<file path="src/rtl/branch_pkg.sv">
// branch_pkg: shared flag position, record types and branch condition helper
package branch_pkg;
  localparam int FLAG_TAKEN = 5;
  localparam int BR_DATA_W = 8;
  localparam int BR_TAG_W = 4;
  localparam int BR_ROBID_W = 4;
  typedef struct packed {
    logic [BR_TAG_W-1:0]  tag;
    logic [BR_DATA_W-1:0] val;
  } cdb_rec_t;
  typedef struct packed {
    logic [BR_ROBID_W-1:0] robid;
    logic [BR_DATA_W-1:0]  flags;
    logic [BR_DATA_W-1:0]  wbs;
    logic [BR_DATA_W-1:0]  val;
  } rob_rec_t;
  function automatic logic branch_take(input logic [3:0] mask, input logic neg, input logic nz);
    return mask[{neg, nz}];
  endfunction
endpackage

</file>
<file path="src/rtl/fu_out_fifo.sv">
// fu_out_fifo: DEPTH-entry in-order record queue with clear and head peek
module fu_out_fifo #(
  parameter int W = 8,
  parameter int DEPTH = 2
) (
  input  logic                         clk,
  input  logic                         rst,
  input  logic                         clr,
  input  logic                         push,
  input  logic                         pop,
  input  logic [W-1:0]                 din,
  output logic [W-1:0]                 head,
  output logic [$clog2(DEPTH+1)-1:0]   count
);
  localparam int PW = DEPTH > 1 ? $clog2(DEPTH) : 1;
  localparam int CW = $clog2(DEPTH+1);
  logic [W-1:0] mem_q [DEPTH];
  logic [PW-1:0] wr_q, wr_d, rd_q, rd_d;
  logic [CW-1:0] count_q, count_d;
  always_comb begin
    wr_d = clr ? '0 : push ? (wr_q == PW'(DEPTH-1) ? '0 : wr_q + PW'(1)) : wr_q;
    rd_d = clr ? '0 : pop ? (rd_q == PW'(DEPTH-1) ? '0 : rd_q + PW'(1)) : rd_q;
    count_d = clr ? '0 : count_q + CW'(push) - CW'(pop);
  end
  always_ff @(posedge clk) begin
    if (rst) begin
      wr_q <= '0;
      rd_q <= '0;
      count_q <= '0;
    end else begin
      wr_q <= wr_d;
      rd_q <= rd_d;
      count_q <= count_d;
    end
  end
  always_ff @(posedge clk) begin
    if (push && !clr) mem_q[wr_q] <= din;
  end
  assign head = mem_q[rd_q];
  assign count = count_q;
endmodule

</file>
<file path="src/rtl/branch_unit.sv">
// branch_unit: evaluates branch condition and delivers CDB and ROB records through bypassable queues
module branch_unit
  import branch_pkg::*;
#(
  parameter int DATA_W = 8,
  parameter int TAG_W = 4,
  parameter int ROBID_W = 4,
  parameter int DEPTH = 2
) (
  input  logic                   clk,
  input  logic                   rst,
  input  logic                   flush,
  input  logic                   input_transmit,
  input  logic [DATA_W-1:0]      operand,
  input  logic [1:0][DATA_W-1:0] depvals,
  input  logic [DATA_W-1:0]      wbs,
  input  logic [DATA_W-1:0]      flags,
  input  logic [ROBID_W-1:0]     robid,
  input  logic                   cdb_transmit,
  output logic                   cdb_transmit_out,
  output logic [TAG_W-1:0]       cdb_id,
  output logic [DATA_W-1:0]      cdb_val,
  input  logic                   rob_transmit,
  output logic                   rob_transmit_out,
  output logic [ROBID_W-1:0]     robid_out,
  output logic [DATA_W-1:0]      flags_out,
  output logic [DATA_W-1:0]      wbs_out,
  output logic [DATA_W-1:0]      value_out,
  output logic                   busy
);
  localparam int CW = $clog2(DEPTH+1);
  localparam int CDB_W = TAG_W + DATA_W;
  localparam int ROB_W = ROBID_W + 3*DATA_W;
  logic [DATA_W-1:0] a, b, flags_upd;
  logic issue, cdb_req, rob_req, cdb_grant, rob_grant, cdb_empty, rob_empty;
  logic cdb_push, cdb_pop, rob_push, rob_pop, unused_ok;
  logic [CW-1:0] cdb_count, rob_count;
  logic [CDB_W-1:0] cdb_live, cdb_head;
  logic [ROB_W-1:0] rob_live, rob_head;
  always_comb begin
    a = depvals[0];
    b = depvals[1];
    flags_upd = flags;
    flags_upd[FLAG_TAKEN] = branch_take(operand[7:4], a[DATA_W-1], |a[DATA_W-2:0]);
    busy = cdb_count == CW'(DEPTH) || rob_count == CW'(DEPTH);
    issue = input_transmit & ~busy & ~flush & ~rst;
    cdb_empty = cdb_count == '0;
    rob_empty = rob_count == '0;
    cdb_req = ~rst & ~flush & (~cdb_empty | issue);
    rob_req = ~rst & ~flush & (~rob_empty | issue);
    cdb_grant = cdb_req & ~cdb_transmit;
    rob_grant = rob_req & ~rob_transmit;
    cdb_transmit_out = cdb_transmit | cdb_req;
    rob_transmit_out = rob_transmit | rob_req;
    cdb_live = {wbs[TAG_W-1:0], b};
    rob_live = {robid, flags_upd, wbs, b};
    cdb_push = issue & ~(cdb_grant & cdb_empty);
    rob_push = issue & ~(rob_grant & rob_empty);
    cdb_pop = cdb_grant & ~cdb_empty;
    rob_pop = rob_grant & ~rob_empty;
    {cdb_id, cdb_val} = cdb_grant ? (cdb_empty ? cdb_live : cdb_head) : '0;
    {robid_out, flags_out, wbs_out, value_out} = rob_grant ? (rob_empty ? rob_live : rob_head) : '0;
  end
  assign unused_ok = ^operand[3:0];
  fu_out_fifo #(.W(CDB_W), .DEPTH(DEPTH)) u_cdb_q (
    .clk(clk), .rst(rst), .clr(flush), .push(cdb_push), .pop(cdb_pop),
    .din(cdb_live), .head(cdb_head), .count(cdb_count)
  );
  fu_out_fifo #(.W(ROB_W), .DEPTH(DEPTH)) u_rob_q (
    .clk(clk), .rst(rst), .clr(flush), .push(rob_push), .pop(rob_pop),
    .din(rob_live), .head(rob_head), .count(rob_count)
  );
  always_ff @(posedge clk) begin
    if (!rst) assert (!(input_transmit && busy)) else $warning("branch_unit: issue while busy dropped");
  end
endmodule

</file>
<file path="config.mk">
export PLATFORM = sky130hd
export DESIGN_NAME = branch_unit
export DESIGN_NICKNAME = d
export VERILOG_FILES = /design/src/rtl/branch_pkg.sv /design/src/rtl/fu_out_fifo.sv /design/src/rtl/branch_unit.sv
export SDC_FILE = /design/constraint.sdc
export NUM_CORES = 1
export LEC_CHECK = 0
export CORE_MARGIN = 3
export CORE_UTILIZATION = 45
export DETAILED_ROUTE_END_ITERATION = 8
export PLACE_DENSITY = 0.76
export SLEW_MARGIN = 5
export SYNTH_ARGS = -nofsm -noshare
export SYNTH_HDL_FRONTEND = slang
export SYNTH_SLANG_ARGS = --single-unit
</file>
<file path="constraint.sdc">
create_clock -name clk -period 3.8 [get_ports clk]
set_input_delay 0.76 -clock clk [delete_from_list [all_inputs] [get_ports clk]]
set_output_delay 0.76 -clock clk [all_outputs]
set_load 0.1 [all_outputs]
</file>
==> qor.yml <==
synthesis:
  yosysTopAreaCell: "edfxtp_1"
  ys_ff_latch: 90
  synthCells: 241
  synth_area_per_cell_um2: 16.1
  yosys_warnings: 0
  yosysTopAreaCellShare_pct: 61.9
  synth_area_mm2: 0.00388
  synth-seq-area-share_pct: 67.1
  syn_nets: 293
  yosys-top-cells-area: "edfxtp_1 (62%), mux2i_1 (11%), o2bb2ai_1 (7.0%)"
  yosys.cell_types.count: 30
timing:
  tightestPinTransition_ns: 0.963
  skew_ns: 0.00756
  post-route-period-util_pct: 93.1
  max_freq_mhz: 283
  grt_setup_unrepaired: "no"
  period_minus_slack_ns: 3.54
  slew_violations: 0
  slew_headroom_pct: 35.6
  hold_viol: 0
  fin_hold_ws_ns: 0.507
  setup_violations: 0
detailed_routing:
  vias_per_cell: 5.31
  vias: 2374
  drt-total-wl_um: 7810
  drcViolationCount: 0
  drtIter0Drc: 110
  avgRoutedWirePerCell_um: 17.5
  ant_nets: 0
  drt_pass1_iterations: 4
global_routing:
  antenna_found_initial: 0
  grt_start_max_net_pins: 31
  grtUsageTotal_pct: 16.5
  grt_pass1_vias: 2473
  grt_overflow: 0
  grt_pass1_wl_um: 12500
critical_path:
  cp.arrival_ns: 2.78
  cp_max_fo: 13
  crit_start: "flush"
  path_cells: "clkdlybuf4s50_1, or2_1, or3_1, o2bb2ai_2, buf_12"
  path_class: "input port to primary output"
  cp-end-kind: "primary output"
  reg2reg_from: "u_cdb_q.count[1]$_SDFF_PP0_"
  crit_required_ns: 3.04
  cp-start-kind: "input port"
  slowest_stage: "or3_1"
  slowest_delay_ns: 0.69
min_path:
  hold_class: "flop to flop"
  min-delay-start: "u_cdb_q.rd_q$_SDFFE_PP0P_"
place:
  gp_congestion: 0.754
  dp_hpwl_um: 5190
  portBuffers: 87
floorplan:
  die_w_um: 98.8
  coreArea_mm2: 0.00830
  initial_utilization_pct: 46.7
  rows: 33
  ioPinCount: 93
  die_h_um: 98.8
  die_area_mm2: 0.00977
clocking:
  root_buffer: "clkbuf_8"
  path_clk_slew_ns: 0.08
  postCtsSetupRepairBufs: 0
  cts_hold_buf: 0
  htreeDepth: 3
  cts_tree: "done"
  clock_path_buffers: 2
  cts_resized: 0
  cts_buffers: 9
  worstSkewPairLatency_ns: 0.34
  cts.sinks: 90
status:
  status: "completed"
layout:
  diodes: 0
  final_cell_mix: "edfxtp_1 (80), clkdlybuf4s50_1 (45), mux2i_1 (43), buf_12 (42), o2bb2ai_2 (30)"
  final_common_cell: "edfxtp_1"
  post_route_cells_drive_above_1_share_pct: 32.5
  area_growth_pct: 46.7
  nFillCells: 559
  regArea_mm2: 0.00260
  postLayoutCoreUtil_pct: 68.6
  num-nets-final: 389
  multi_input_area_mm2: 0.00134
power_and_ir_drop:
  p_per_area_mw_per_mm2: 354
  total_leakage_power_nw: 1.83
  ir_worst_vdd_mv: 0.225
job:
  maxCapViolCount: 0
worst max-delay path, delay by kind of cell:
kind | cells | cell delay (ns)
compound gates | 1 | 0.33
buf+inv | 2 | 0.62
simple gates | 2 | 1.05
per-stage QoR:
stage / setup slack (ns) / area, um2 / power (mW) / instances / TNS [ns]
detailed placement: 0.237 / 5470 / 1.34 / 431 / 0
floorplan: -0.116 / 4020 / 1.22 / 241 / -1.16
global placement: 0.227 / 5470 / 1.34 / 431 / 0
global route: 0.141 / 5690 / 2.08 / 447 / 0
finish: 0.263 / 5690 / 2.01 / 447 / 0
CTS: 0.236 / 5690 / 2.03 / 447 / 0
cell type report:
class,count,share of cell area [%]
Tap cell,105,2.31
Inverter,4,0.264
Multi-Input combinational cell,132,23.5
Sequential cell,90,45.8
Clock buffer,9,2.18
Timing Repair Buffer,100,24.4
Clock inverter,7,1.63
power breakdown:
part / internal, mW / leakage (nW) / switching (mW)
registers: 1.09 / 0.804 / 0.00398
clock network: 0.370 / 0.105 / 0.324
logic: 0.0957 / 0.919 / 0.133
total: 1.55 / 1.83 / 0.462
cell usage after synthesis:
master and instances:
a211oi_1 2, a221oi_1 1, a31oi_1 1, buf_2 10
buf_6 3, clkbuf_1 2, dfxtp_1 10, edfxtp_1 80
ha_1 2, inv_1 3, inv_2 1, mux2i_1 43
nand2_1 3, nand2b_1 4, nand4_1 1, nor2_1 7
nor2b_1 3, nor3_1 5, nor3_2 4, nor3b_1 2
nor4_1 1, o211ai_1 2, o21a_1 2, o21bai_1 2
o2bb2ai_1 31, o2bb2ai_2 9, or2_1 1, or3_1 1
or3_4 1, xor2_1 4
registers in the layout (all words and copies together) (netlist names), named ones only:
name / count
u_rob_q.count: 2
u_rob_q.wr_q: 1
u_cdb_q.count: 2
u_cdb_q.rd_q: 1
u_cdb_q.mem_q: 24
u_rob_q.rd_q: 1
u_cdb_q.wr_q: 1
u_rob_q.mem_q: 56
cells by family (layout without fill, tap and decap cells):
kind of cell,count (synthesis),count (layout),share of synthesized area [%]
and+or+nand+nor,33,33,5.10
muxes,43,43,11.1
AOI/OAI and AO/OA,50,50,12.4
adders and majority gates,2,2,0.645
xor gates and xnor gates,4,4,0.903
DFF,90,90,67.1
buffers and inverters,19,120,2.74
routing by layer:
| metal | global-route usage [%] | vias up | routed length (um) |
|---|---|---|---|
| met5 | 0 | - | 0 |
| met4 | 4.73 | 0 | 91 |
| met3 | 3.68 | 6 | 387 |
| met2 | 28.5 | 62 | 3980 |
| met1 | 20.9 | 1155 | 3350 |
| li1 | - | 1151 | - |
path summary, 6_finish.rpt:
path | to | slack, ns | cells after the start
worst max-delay path | cdb_id[3] | 0.26 | 5
worst min-delay path | flop | 0.51 | 2
worst max register to register | u_cdb_q.count[1]$_SDFF_PP0_ | 1.63 | 7
worst min register to register | flop | 0.51 | 2
(Power assumes the default switching activity.)
